<file path="config.mk">
export PLATFORM = sky130hd
export DESIGN_NAME = pulse_trigger_processor
export DESIGN_NICKNAME = d
export VERILOG_FILES = /design/src/rtl/pulse_trigger_processor.sv
export SDC_FILE = /design/constraint.sdc
export NUM_CORES = 1
export LEC_CHECK = 0
export ABC_AREA = 1
export CAP_MARGIN = 30
export CORE_MARGIN = 1
export CORE_UTILIZATION = 35
export CTS_CLUSTER_SIZE = 16
export DETAILED_ROUTE_END_ITERATION = 8
export GPL_ROUTABILITY_DRIVEN = 0
export REMOVE_ABC_BUFFERS = 1
export SLEW_MARGIN = 20
export SYNTH_ARGS = -nofsm -noshare
export SYNTH_HDL_FRONTEND = slang
export SYNTH_SLANG_ARGS = --single-unit
</file>
<file path="constraint.sdc">
create_clock -name clk -period 2.1 [get_ports clk]
set_input_delay 0.21 -clock clk [delete_from_list [all_inputs] [get_ports clk]]
set_output_delay 0.21 -clock clk [all_outputs]
set_load 0.02 [all_outputs]
</file>
<file path="src/rtl/pulse_trigger_processor.sv">
// Pops one trigger word per trigger, waits for every enabled channel to finish
// (or a timeout), then emits a readout record and keeps status counters.
module pulse_trigger_processor #(
    parameter int TIMEOUT_CYCLES = 4000,
    parameter int NUM_CHAN       = 5
) (
    input  logic                clk,
    input  logic                reset,
    input  logic                trig_fifo_valid,
    input  logic [127:0]        trig_fifo_data,
    output logic                trig_fifo_ready,
    input  logic [NUM_CHAN-1:0] chan_en,
    input  logic [NUM_CHAN-1:0] chan_done,
    input  logic                ro_fifo_ready,
    output logic                ro_fifo_valid,
    output logic [127:0]        ro_fifo_data,
    output logic [31:0]         trig_count,
    output logic [15:0]         timeout_count,
    output logic                busy,
    output logic [2:0]          state
);

    typedef enum logic [2:0] {
        S_IDLE  = 3'b001,
        S_WAIT  = 3'b010,
        S_STORE = 3'b100
    } state_t;

    localparam int TW = $clog2(TIMEOUT_CYCLES);
    localparam logic [TW-1:0] TIMER_LAST = TW'(TIMEOUT_CYCLES - 1);
    localparam int REC_W = 70 + 2 * NUM_CHAN + 1;

    state_t              state_q, state_d;
    logic [69:0]         data_q, data_d;
    logic [NUM_CHAN-1:0] en_q, en_d;
    logic [NUM_CHAN-1:0] done_q, done_d;
    logic [TW-1:0]       timer_q, timer_d;
    logic                timeout_q, timeout_d;
    logic                ro_valid_q, ro_valid_d;
    logic [127:0]        ro_data_q, ro_data_d;
    logic [31:0]         trig_count_q, trig_count_d;
    logic [15:0]         timeout_count_q, timeout_count_d;
    logic [NUM_CHAN-1:0] done_next;

    logic unused_data_bits;
    assign unused_data_bits = ^trig_fifo_data[127:70];

    function automatic logic [127:0] make_record(input logic [69:0]         info,
                                                 input logic [NUM_CHAN-1:0] en,
                                                 input logic [NUM_CHAN-1:0] done,
                                                 input logic                to);
        make_record = {{(128 - REC_W){1'b0}}, to, en, done, info};
    endfunction

    always_comb begin
        state_d         = state_q;
        data_d          = data_q;
        en_d            = en_q;
        done_d          = done_q;
        timer_d         = timer_q;
        timeout_d       = timeout_q;
        ro_valid_d      = ro_valid_q;
        ro_data_d       = ro_data_q;
        trig_count_d    = trig_count_q;
        timeout_count_d = timeout_count_q;
        done_next       = done_q | (chan_done & en_q);

        case (state_q)
            S_IDLE: begin
                if (trig_fifo_valid) begin
                    data_d    = trig_fifo_data[69:0];
                    en_d      = chan_en;
                    done_d    = '0;
                    timer_d   = '0;
                    timeout_d = 1'b0;
                    // With no channels enabled there is nothing to wait for.
                    if (chan_en == '0) begin
                        state_d    = S_STORE;
                        ro_valid_d = 1'b1;
                        ro_data_d  = make_record(trig_fifo_data[69:0], chan_en, '0, 1'b0);
                    end else begin
                        state_d = S_WAIT;
                    end
                end
            end
            S_WAIT: begin
                done_d = done_next;
                if (done_next == en_q) begin
                    state_d    = S_STORE;
                    ro_valid_d = 1'b1;
                    ro_data_d  = make_record(data_q, en_q, done_next, 1'b0);
                end else if (timer_q == TIMER_LAST) begin
                    state_d    = S_STORE;
                    timeout_d  = 1'b1;
                    ro_valid_d = 1'b1;
                    ro_data_d  = make_record(data_q, en_q, done_next, 1'b1);
                end else begin
                    timer_d = timer_q + 1'b1;
                end
            end
            S_STORE: begin
                if (ro_fifo_ready) begin
                    state_d      = S_IDLE;
                    ro_valid_d   = 1'b0;
                    trig_count_d = trig_count_q + 32'd1;
                    if (timeout_q && (timeout_count_q != 16'hFFFF))
                        timeout_count_d = timeout_count_q + 16'd1;
                end
            end
            default: state_d = S_IDLE;
        endcase
    end

    always_ff @(posedge clk) begin
        if (reset) begin
            state_q         <= S_IDLE;
            data_q          <= '0;
            en_q            <= '0;
            done_q          <= '0;
            timer_q         <= '0;
            timeout_q       <= 1'b0;
            ro_valid_q      <= 1'b0;
            ro_data_q       <= '0;
            trig_count_q    <= '0;
            timeout_count_q <= '0;
        end else begin
            state_q         <= state_d;
            data_q          <= data_d;
            en_q            <= en_d;
            done_q          <= done_d;
            timer_q         <= timer_d;
            timeout_q       <= timeout_d;
            ro_valid_q      <= ro_valid_d;
            ro_data_q       <= ro_data_d;
            trig_count_q    <= trig_count_d;
            timeout_count_q <= timeout_count_d;
        end
    end

    assign trig_fifo_ready = trig_fifo_valid && (state_q == S_IDLE);
    assign ro_fifo_valid   = ro_valid_q;
    assign ro_fifo_data    = ro_data_q;
    assign trig_count      = trig_count_q;
    assign timeout_count   = timeout_count_q;
    assign busy            = (state_q != S_IDLE);
    assign state           = state_q;

endmodule
</file>
==> results of run 1 <==
-- synthesized netlist by cell type --
library cell / count
inv_2: 5
o31ai_1: 1
nand2_2: 1
nand4_1: 11
nand3_2: 2
nor3_1: 26
nor4_2: 1
nand3_1: 36
o21bai_1: 1
buf_6: 5
clkinv_1: 2
conb_1: 1
inv_1: 150
nand2_1: 401
nor3_2: 1
a31oi_1: 2
o211ai_1: 1
or2_2: 1
and2_1: 1
xnor2_1: 7
ha_1: 3
nor2_1: 77
nand3b_1: 5
nor2_2: 2
dfxtp_1: 226
clkbuf_1: 54
a21oi_1: 211
nor4_1: 2
buf_4: 47
nand3_4: 1
o21ai_1: 2
nor3b_1: 1
xor2_1: 9
buf_1: 5
buf_2: 14
nor2_4: 1
o21a_1: 3
o21ai_0: 172
-- per-stage QoR --
step | hold WS, ps | power, mW | std cells
after floorplan | 279 | 6.17 | 1412
after global placement | 431 | 7.05 | 2042
after detailed placement | 437 | 7.09 | 2042
after CTS | 79.7 | 11.5 | 2086
after global routing | 113 | 11.9 | 2086
final | 96.7 | 11.3 | 2088
-- layer usage --
layer,vias up,share of wire
met4,0,0.021
met3,36,0.068
met5,-,0
li1,5082,-
met1,4476,0.47
met2,288,0.44
-- logic make-up after synthesis --
family / share of synthesized area
flops: 0.439
compound gates: 0.192
fa+ha+maj: 0.00364
other cells: 0.000364
simple gates: 0.226
xor+xnor: 0.0136
buf+inv: 0.125
-- cell usage in the layout, fill, tap and decap left out, types with 26 or more instances in the layout --
master           instances
a21oi_1                211
clkbuf_16               27
clkdlybuf4s50_1        215
conb_1                  47
dfxtp_1                226
inv_1                  148
nand2_1                401
nand3_1                 34
nor2_1                  76
nor3_1                  26
o21ai_0                172
-- path summary, 6_finish.rpt --
check / cells after the start / end / start
min: 4 / trig_count[22] / reset
min reg2reg: 2 / data_q[69] / data_q[69]
max: 4 / trig_fifo_ready / state[2]
max reg2reg: 10 / trig_count[22] / trig_count[1]
-- final cells by class --
cell class	count	area (µm²)
fill	2932	15300
multi-input combinational	1029	4690
sequential	226	4520
timing repair buffer	246	2480
clock buffer	41	768
inverter	157	592
tap	384	480
clock inverter	3	35.0
antenna	2	5.00
-- state kept, by name (all words and copies together) (netlist names) --
register	flops
trig_count	32
done_q	5
timeout_q	1
data_q	70
ro_fifo_valid	1
ro_fifo_data	81
timer_q	12
state	3
timeout_count	16
en_q	5
-- what timing repair did --
item | 4_1_cts | 5_1_grt
gates resized for setup | 3 | 1
pin swaps | 0 | 0
hold buffers | 0 | 0
endpoints found under the setup margin | 2 | 1
-- power breakdown --
part	internal [mW]	switching, mW
Combinational	0.789	1.36
Sequential	4.69	0.149
Clock	2.50	1.81
-- worst max-delay path: stages (launching register included) --
cell	delay (ps)
dfxtp_1	340
inv_1	140
nand3_2	180
nor2_2	210
dlygate4sd2_1	350
==> results.yml, run 1 <==
power_and_ir_drop:
  p_leak_nw: 5.07
  power.density_nw_per_um2: 833
  ir_drop_mv: 0.530
clock_tree:
  cts_made_buffers: 27
  clk_latency_ps: 550
  post_cts_buffers: 0
  cts_sinks: 226
  cts_buffer_depth: 3
  cts_tree: "yes"
  h-tree-depth: 1
  clock_tree.root_cell: "clkbuf_16"
  clkTransAtPathRegs_ps: 60
floorplanning:
  fp.dieW_um: 174
  row_count: 62
  initial_utilization: 0.357
  ioPinCount: 324
  die_y_um: 174
  die_area_um2: 30200
  core_um2: 28900
timing:
  rsz0062_at_grt: "false"
  max_freq_mhz: 507
  hold_viol: 0
  finalSetupViolCount: 0
  fin_crit_ps: 1970
  post-route-period-util: 0.939
  fin_skew_ps: 13.1
  slew_viol_final: 0
  tightest_slew_ps: 728
  timing.final.ws_setup_ps: 128
  setup-tns-final_ps: 0
  slew_headroom: 0.514
critical_path:
  crit_path_start_kind: "register"
  endpoint_kind: "output pin"
  crit_required_ps: 1890
  r2r_slack_ps: 200
  critical_path_class: "reg2out"
  worstPathMaxFanout: 6
  critPathArrivalTime_ps: 1760
run_status:
  status: "completed"
global_route:
  antenna_found_initial: 2
  first_global_vias: 8978
  grt_max_degree: 156
  top_usage_layer: "met2"
  grt_usage: 0.182
  grt_pass1_wl_um: 45600
  overflow: 0
  met3_usage: 0.0401
  grtUsageMet2: 0.290
  use_met1: 0.250
synthesis:
  ys_warn_count: 0
  synth_top_area_share: 0.439
  synth_cells: 1491
  synth-seq-area-share: 0.439
  synth_top_cells_by_area: "dfxtp_1 (44%), nand2_1 (15%), a21oi_1 (10%), o21ai_0 (8.3%), inv_1 (5.5%)"
  netlist_area_um2: 10300
  yosys.area.top_type: "dfxtp_1"
  syn_avg_cell_area_um2: 6.92
  ys_seq_elements: 226
  yosysUniqueCellTypes: 38
job:
  drv_cap: 0
hold_path:
  hold_path.class: "in2reg"
finish:
  area_growth_pct: 31.6
  design_area_um2: 13600
  nNetsFinal: 1832
  drive_gt1_frac: 0.0488
  utilization: 0.470
routing:
  drt_iter0_drc: 559
  routedWlPerCell_um: 13.4
  dr.pass1.iters: 5
  viasPerCell: 4.73
  drc_errors: 0
  antenna_left: 0
  wirelength_um: 28000
  vias: 9882
placement:
  pre_cts_ws_ps: -50.0
  dpl-instance-area_um2: 12800
  portBuffers: 218
  dp_hpwl_um: 18100
(Power assumes the default switching activity.)
==> inputs of run 2 (changes only) <==
Settings changed: ABC_AREA 1 to default.
==> run 2 against run 1 <==
Effect of this change: area after synthesis increased by 5.3%; largest power group is now clock; die area grew 5.2%; sequential share of layout area shrank 1.9 points; synthesized cell count is 14% lower; worst hold slack barely moved; final cell count fell by 7.8%; non-clock buffer count increased by 29; clock power rose by 8.6%; critical path depth up 3; sequential power fell by 7.2%.
==> results.yml, run 2 <==
floorplanning:
  die_y_um: 178
  die_area_um2: 31700
  ioPinCount: 324
  row_count: 64
  fp.dieW_um: 178
  initial_utilization: 0.355
  core_um2: 30600
finish:
  antennaDiodeCount: 0
  nNetsFinal: 1654
  largest_reg_flops: 81
  area_growth_pct: 32.7
  drive_gt1_frac: 0.135
  utilization: 0.471
  layout_common_cells: "nand2_1 (330), dfxtp_1 (226), clkdlybuf4s50_1 (215)"
  final_common_cell: "nand2_1"
  design_area_um2: 14400
global_route:
  grtUsageMet2: 0.290
  grt_usage: 0.176
  grt_max_degree: 89
  met3_usage: 0.0462
  first_global_vias: 8719
  overflow: 0
  grt_pass1_wl_um: 45300
  use_met1: 0.231
  top_usage_layer: "met2"
  antenna_found_initial: 2
power_and_ir_drop:
  ir_drop_mv: 0.569
  p_total_mw: 10.3
  power.density_nw_per_um2: 712
  p_leak_nw: 5.68
synthesis:
  synth_common_cells: "nand2_1 (331), dfxtp_1 (226), a21oi_1 (177)"
  ys_warn_count: 0
  yosysUniqueCellTypes: 67
  synth_edf_count: 0
  synth_cells: 1287
  ys.flop_type: "dfxtp_1"
  synth_top_cells_by_area: "dfxtp_1 (42%), nand2_1 (11%), mux2_4 (8.3%), a21oi_1 (8.2%), nor2b_1 (4.7%)"
  async_reset_ff_frac: 0
  ys_seq_elements: 226
  yosys.area.top_type: "dfxtp_1"
  synth-seq-area-share: 0.417
  syn_avg_cell_area_um2: 8.44
  netlist_area_um2: 10900
  synth_top_area_share: 0.417
  yosysMostFrequentCell: "nand2_1"
clock_tree:
  cts_made_buffers: 27
  clkTransAtPathRegs_ps: 60
  h-tree-depth: 1
  clk_latency_ps: 530
  clock_tree.root_cell: "clkbuf_16"
  cts_buffer_depth: 3
  cts.repair.resized: 1
  holdBufCountCts: 0
  cts_sinks: 226
  post_cts_buffers: 0
  cts_tree: "yes"
routing:
  antenna_left: 0
  dr.pass1.iters: 5
  viasPerCell: 4.85
  routedWlPerCell_um: 14.9
  vias: 9345
  wirelength_um: 28700
  drc_errors: 0
  drt_iter0_drc: 374
timing:
  holdWs_ps: 96.5
  finalSetupViolCount: 0
  fin_skew_ps: 12.2
  tightest_slew_ps: 571
  timing.final.ws_setup_ps: 118
  hold_viol: 0
  max_freq_mhz: 505
  slew_headroom: 0.620
  slew_viol_final: 0
  fin_crit_ps: 1980
  post-route-period-util: 0.944
  rsz0062_at_grt: "false"
critical_path:
  critPathArrivalTime_ps: 2400
  r2r_cells: 7
  critical_path_class: "reg2reg"
  worstPathMaxFanout: 14
  endpoint_kind: "register"
  crit_required_ps: 2520
  crit_path_start_kind: "register"
job:
  drv_cap: 0
hold_path:
  hold_path.class: "in2reg"
  holdPathStages: 2
placement:
  dp_hpwl_um: 18700
  pre_cts_ws_ps: -185
  dpl-instance-area_um2: 13500
  portBuffers: 218
run_status:
  status: "completed"
==> run 2: worst paths after layout <==
check	from	slack, ps	endpoint
setup / recovery	timer_q[0]	120	ro_fifo_data[8]
setup reg to reg	timer_q[0]	120	ro_fifo_data[8]
hold reg to reg	data_q[6]	450	data_q[6]
hold / removal	reset	100	trig_count[31]
==> run 2: cell families (layout without fill, tap and decap cells) <==
family,Yosys count,count (layout),share of synthesized area
AOI/OAI and AO/OA,229,229,0.125
xor gates and xnor gates,41,41,0.0331
adders and majority gates,3,3,0.00346
buffers and inverters,144,340,0.0802
DFF,226,226,0.417
muxes,76,76,0.0994
other,1,47,0.000345
and+or+nand+nor,567,567,0.242
==> run 2: where the power goes <==
group | internal (mW) | switching [mW]
logic | 0.465 | 0.623
registers | 4.42 | 0.0712
clock network | 2.81 | 1.87
==> run 2: area by class of cell <==
type / count / area [µm²]
clock buffer: 36 / 769
fill: 2931 / 16200
inverter: 16 / 60.1
multi-input combinational: 963 / 5650
timing repair buffer: 275 / 2780
sequential: 226 / 4520
tap: 396 / 495
clock inverter: 13 / 130
==> run 2: per-stage QoR <==
stage                     cells  setup TNS [ps]
after global routing       1925               0
after CTS                  1925               0
after global placement     1876           -9130
after floorplan            1205         -289420
after detailed placement   1876           -9630
final                      1925               0
==> run 2: critical path, stage by stage (launching register included) <==
cell	delay [ps]
dfxtp_1	350
ha_1	220
and4_4	210
and3_1	200
o21ai_4	200
buf_12	170
buf_12	160
mux2_2	340
==> run 2: routing by layer <==
layer / wire, µm / vias up
met5: 25 / -
met4: 525 / 4
met3: 2240 / 43
met2: 13000 / 291
met1: 12900 / 4380
li1: - / 4627
==> patch 1 (config.mk and constraints of run 2) <==
`data_q`, `en_q` and `ro_data_q` no longer have a reset.
--- a/src/rtl/pulse_trigger_processor.sv
+++ b/src/rtl/pulse_trigger_processor.sv
@@ -116,4 +116,2 @@
             state_q         <= S_IDLE;
-            data_q          <= '0;
-            en_q            <= '0;
             done_q          <= '0;
@@ -122,3 +120,2 @@
             ro_valid_q      <= 1'b0;
-            ro_data_q       <= '0;
             trig_count_q    <= '0;
@@ -127,4 +124,2 @@
             state_q         <= state_d;
-            data_q          <= data_d;
-            en_q            <= en_d;
             done_q          <= done_d;
@@ -133,3 +128,2 @@
             ro_valid_q      <= ro_valid_d;
-            ro_data_q       <= ro_data_d;
             trig_count_q    <= trig_count_d;
@@ -137,2 +131,8 @@
         end
+    end
+
+    always_ff @(posedge clk) begin
+        data_q    <= data_d;
+        en_q      <= en_d;
+        ro_data_q <= ro_data_d;
     end
Function: changed (a bounded check fails within 4 cycles, from zero or initial values and one cycle with reset high; the reset may be asserted at any time).
==> patch 1 against run 2 <==
- design area down 8.8%
- total power down 4.7%
- cell count down 31%
- worst setup slack worse by 0.033 ns
- sequential cell count is the same
- wire length is 23% lower
- synthesized area fell by 16%
- die area shrank 15%
- largest cell class is now registers
- highest routed layer is now met4
==> patch 1: results (changes against run 2) <==
| Metric | Value |
|---|---|
| Outcome | `complete, no violations` |
| Total Wirelength | `22100 um (-23%)` |
| Peak supply drop | `630 uV (+11%)` |
| Pre-antenna DRT Iters | `4 (-1)` |
| Met3 routed WL | `2240 um (-0.27%)` |
| Syn avg cell area | `13.5 sq um (+60%)` |
| DP Worst Slack | `-0.326 ns (-0.141 ns)` |
| Placed Area | `12000 sq um (-11%)` |
| Nets | `1129 (-32%)` |
| R2R depth | `10 (+3)` |
| Synth Area in XOR/XNOR | `0.0306 (-0.00251)` |
| Met3 usage | `0.0535 (+0.00729)` |
| Signal buffers | `296 (+7.6%)` |
| Synth unique cells | `53 (-21%)` |
| DR iter-0 viols | `355 (-5.1%)` |
| Wire length on met1 | `9810 um (-24%)` |
| DP Cell Count | `1269 (-32%)` |
| FF-to-FF setup slack | `0.09 ns (-0.03 ns)` |
| Num CTS Buffers | `25 (-7.4%)` |
| DR vias/cell | `4.70 (-3.2%)` |
| Static Leakage | `4.65 nW (-18%)` |
| FILL cells | `2197 (-25%)` |
| Register area share after synthesis | `0.663 (+0.247)` |
| FF/Latch Area | `6090 sq um (+35%)` |
| WL/cell | `16.6 um (+11%)` |
| DP HPWL | `14800 um (-21%)` |
| Clock-cell share of area | `0.0563 (-0.00614)` |
| Crit-path max FO | `16 (+2)` |
-- patch 1: cell count changes after synthesis, moves of 81 or more --
cell,change
a21oi_1,-138
dfxtp_1,-156
edfxtp_1,+156
nand2_1,-305
nor2b_1,-81
-- patch 1: how the worst max path moves through the flow --
stage / slack (ns) / start / cells after the start / endpoint
4_1_cts: -0.06 / en_q[0]$_DFFE_PP_ / 11 / ro_fifo_data[70]$_SDFFCE_PN0P_
2_1_floorplan: -2.82 / state[0]$_SDFFE_PP1P_ / 6 / ro_fifo_data[0]$_DFFE_PP_
6_report: 0.09 / timer_q[8]$_SDFFE_PP0P_ / 10 / ro_fifo_data[60]$_DFFE_PP_
3_3_place_gp: -0.33 / chan_done[0] / 9 / ro_fifo_data[12]$_DFFE_PP_
3_5_place_dp: -0.33 / chan_done[0] / 9 / ro_fifo_data[13]$_DFFE_PP_
5_1_grt: -0.09 / timer_q[8]$_SDFFE_PP0P_ / 10 / ro_fifo_data[23]$_DFFE_PP_
==> patch 2 (flow settings as in run 2) <==
Without the edit above. `TIMEOUT_CYCLES`: 4000 -> 8000.
--- a/src/rtl/pulse_trigger_processor.sv
+++ b/src/rtl/pulse_trigger_processor.sv
@@ -3,3 +3,3 @@
 module pulse_trigger_processor #(
-    parameter int TIMEOUT_CYCLES = 4000,
+    parameter int TIMEOUT_CYCLES = 8000,
     parameter int NUM_CHAN       = 5
Formal check against the unedited RTL: no difference found for any inputs over 4 cycles, from zero or initial values and one cycle with reset high; that may be too few to reach the edited logic, so the function may still have changed.
==> patch 2 against run 2 <==
- count of clock-buffer cells in the layout up 5
- design area fell by 3.7%
- via count decreased by 6.6%
- non-clock buffer count down 6
- die area is 4.5% lower
- wire length is 7.8% lower
- sequential cell count rose by 1
- synthesized area is 4.5% lower
- worst setup slack got worse by 0.022 ns
- synthesized cell count decreased by 7.2%
- sequential share of layout area up 1.3 points
- critical path type is now reg2out
- total power is 1.9% lower
==> patch 2: results (changes against run 2) <==
| Metric | Value |
|---|---|
| Vias in the first global route | `8357 (-4.2%)` |
| Clk slew on worst S/H paths | `0.05 ns` |
| CTS root buf | `clkbuf_16` |
| Least-Margin Pin Slew | `0.500 ns (-0.0705 ns)` |
| Global routing usage on met2 | `0.283 (-0.00655)` |
| DR vias/cell | `4.80 (-1.2%)` |
| Pre-antenna DRT Iters | `4 (-1)` |
| Port bufs | `218 (unchanged)` |
| Met1 Usage GRT | `0.225 (-0.00535)` |
| Tot GR Track Use | `0.169 (-0.00713)` |
| Placed Area | `13000 sq um (-3.8%)` |
| Fraction of layout cells with a size suffix above 1 | `0.132 (-0.00242)` |
| Peak supply drop | `470 uV (-17%)` |
| Total Wirelength | `26500 um (-7.8%)` |
| Number of antenna violations at the first check in global routing | `0 (-2)` |
| ANT cells | `0 (unchanged)` |
| Synth unique cells | `52 (-22%)` |
| Synth warn | `0 (unchanged)` |
| Hold Path Class | `in2reg` |
| Synth area leaders | `dfxtp_1, nand2_1, mux2_2, mux2i_1, a21oi_1` |
| DP HPWL | `17500 um (-6.3%)` |
| Max clock buf depth | `3 (unchanged)` |
| Nets | `1563 (-5.5%)` |
| Total power | `10.1 mW (-1.9%)` |
| H-tree depth | `1 (unchanged)` |
| Pin count of the biggest net entering global routing | `92 (+3.4%)` |
| First-pass GRT wire length | `42700 um (-5.8%)` |
| Register area share after synthesis | `0.438 (+0.0217)` |
| Met3 usage | `0.0322 (-0.0141)` |
| Worst EP arrival | `1.79 ns (-0.61 ns)` |
| Crit-path max FO | `6 (-8)` |
| Top post-synthesis cells by count | `nand2_1, dfxtp_1, a21oi_1, mux2i_1, mux2_2` |
| Static Leakage | `5.60 nW (-1.5%)` |
| Ys flop type | `dfxtp_1` |
| Outcome | `complete, no violations` |
| DR iter-0 viols | `362 (-3.2%)` |
| Largest register FFs | `81 (unchanged)` |
| Core area | `28900 sq um (-5.4%)` |
| Worst Skew | `0.0205 ns (+0.00827 ns)` |
| Later-pin clock latency in the skew report | `0.53 ns (about the same)` |
| Fin. max-slew vios | `0 (unchanged)` |
| Num CTS Buffers | `27 (unchanged)` |
| Async set-reset flop share out of synthesis | `0 (unchanged)` |
==> patch 2: metrics by stage <==
stage | worst slack (ns) | cells
2_1_floorplan | -6.59 | 1120
3_3_place_gp | -0.108 | 1772
3_5_place_dp | -0.162 | 1772
4_1_cts | 0.0528 | 1819
5_1_grt | -0.0184 | 1820
6_report | 0.0958 | 1820
==> patch 2: logic make-up (layout without fill, tap and decap cells) <==
kind of cell               after synthesis  count (layout)  share of synthesized area
AOI/OAI and AO/OA                      151             151                     0.0886
xor gates and xnor gates                41              41                     0.0346
adders and majority gates                3               3                    0.00362
buffers and inverters                  136             332                     0.0752
DFF                                    227             227                      0.438
muxes                                  148             148                      0.151
other                                    1              47                   0.000362
and+or+nand+nor                        487             487                      0.208
==> patch 2: timing repair <==
item                                    4_1_cts  5_1_grt
endpoints found under the setup margin        2       49
gates resized for setup                       3        4
pin swaps                                     0        2
buffers inserted                              0        1
==> patch 2: per-layer routing <==
metal | wire [um] | part of all wire
met5 | 0 | 0
met4 | 391 | 0.015
met3 | 1510 | 0.057
met2 | 11900 | 0.45
met1 | 12700 | 0.48
==> patch 2: worst paths after layout <==
check,cells past startpoint,slack [ns],to,from
max,4,0.1,trig_fifo_ready,state[0]$_SDFFE_PP1P_
min,3,0.23,state[0]$_SDFFE_PP1P_,reset
max reg2reg,5,0.13,ro_fifo_data[46]$_SDFFE_PP0P_,en_q[2]$_SDFFE_PP0P_
min reg2reg,2,0.45,data_q[41]$_SDFFE_PP0P_,data_q[41]$_SDFFE_PP0P_
==> patch 2: final cells by class <==
cell class | instances | area (sq um)
fill | 2770 | 15100
multi-input combinational | 877 | 5270
sequential | 227 | 4540
timing repair buffer | 269 | 2670
clock buffer | 41 | 798
tap | 384 | 480
inverter | 16 | 62.6
clock inverter | 6 | 58.8
==> patch 2: where the power goes <==
group          switching, mW  internal, mW
Combinational          0.598         0.466
Sequential            0.0700          4.44
Clock                   1.77          2.72
==> patch 2: worst max-delay path, cell delays in order, from the launching register on <==
cell and delay (ns):
dfxtp_1 0.41, nor3b_2 0.24, nand2_2 0.13, inv_2 0.09, dlygate4sd2_1 0.40
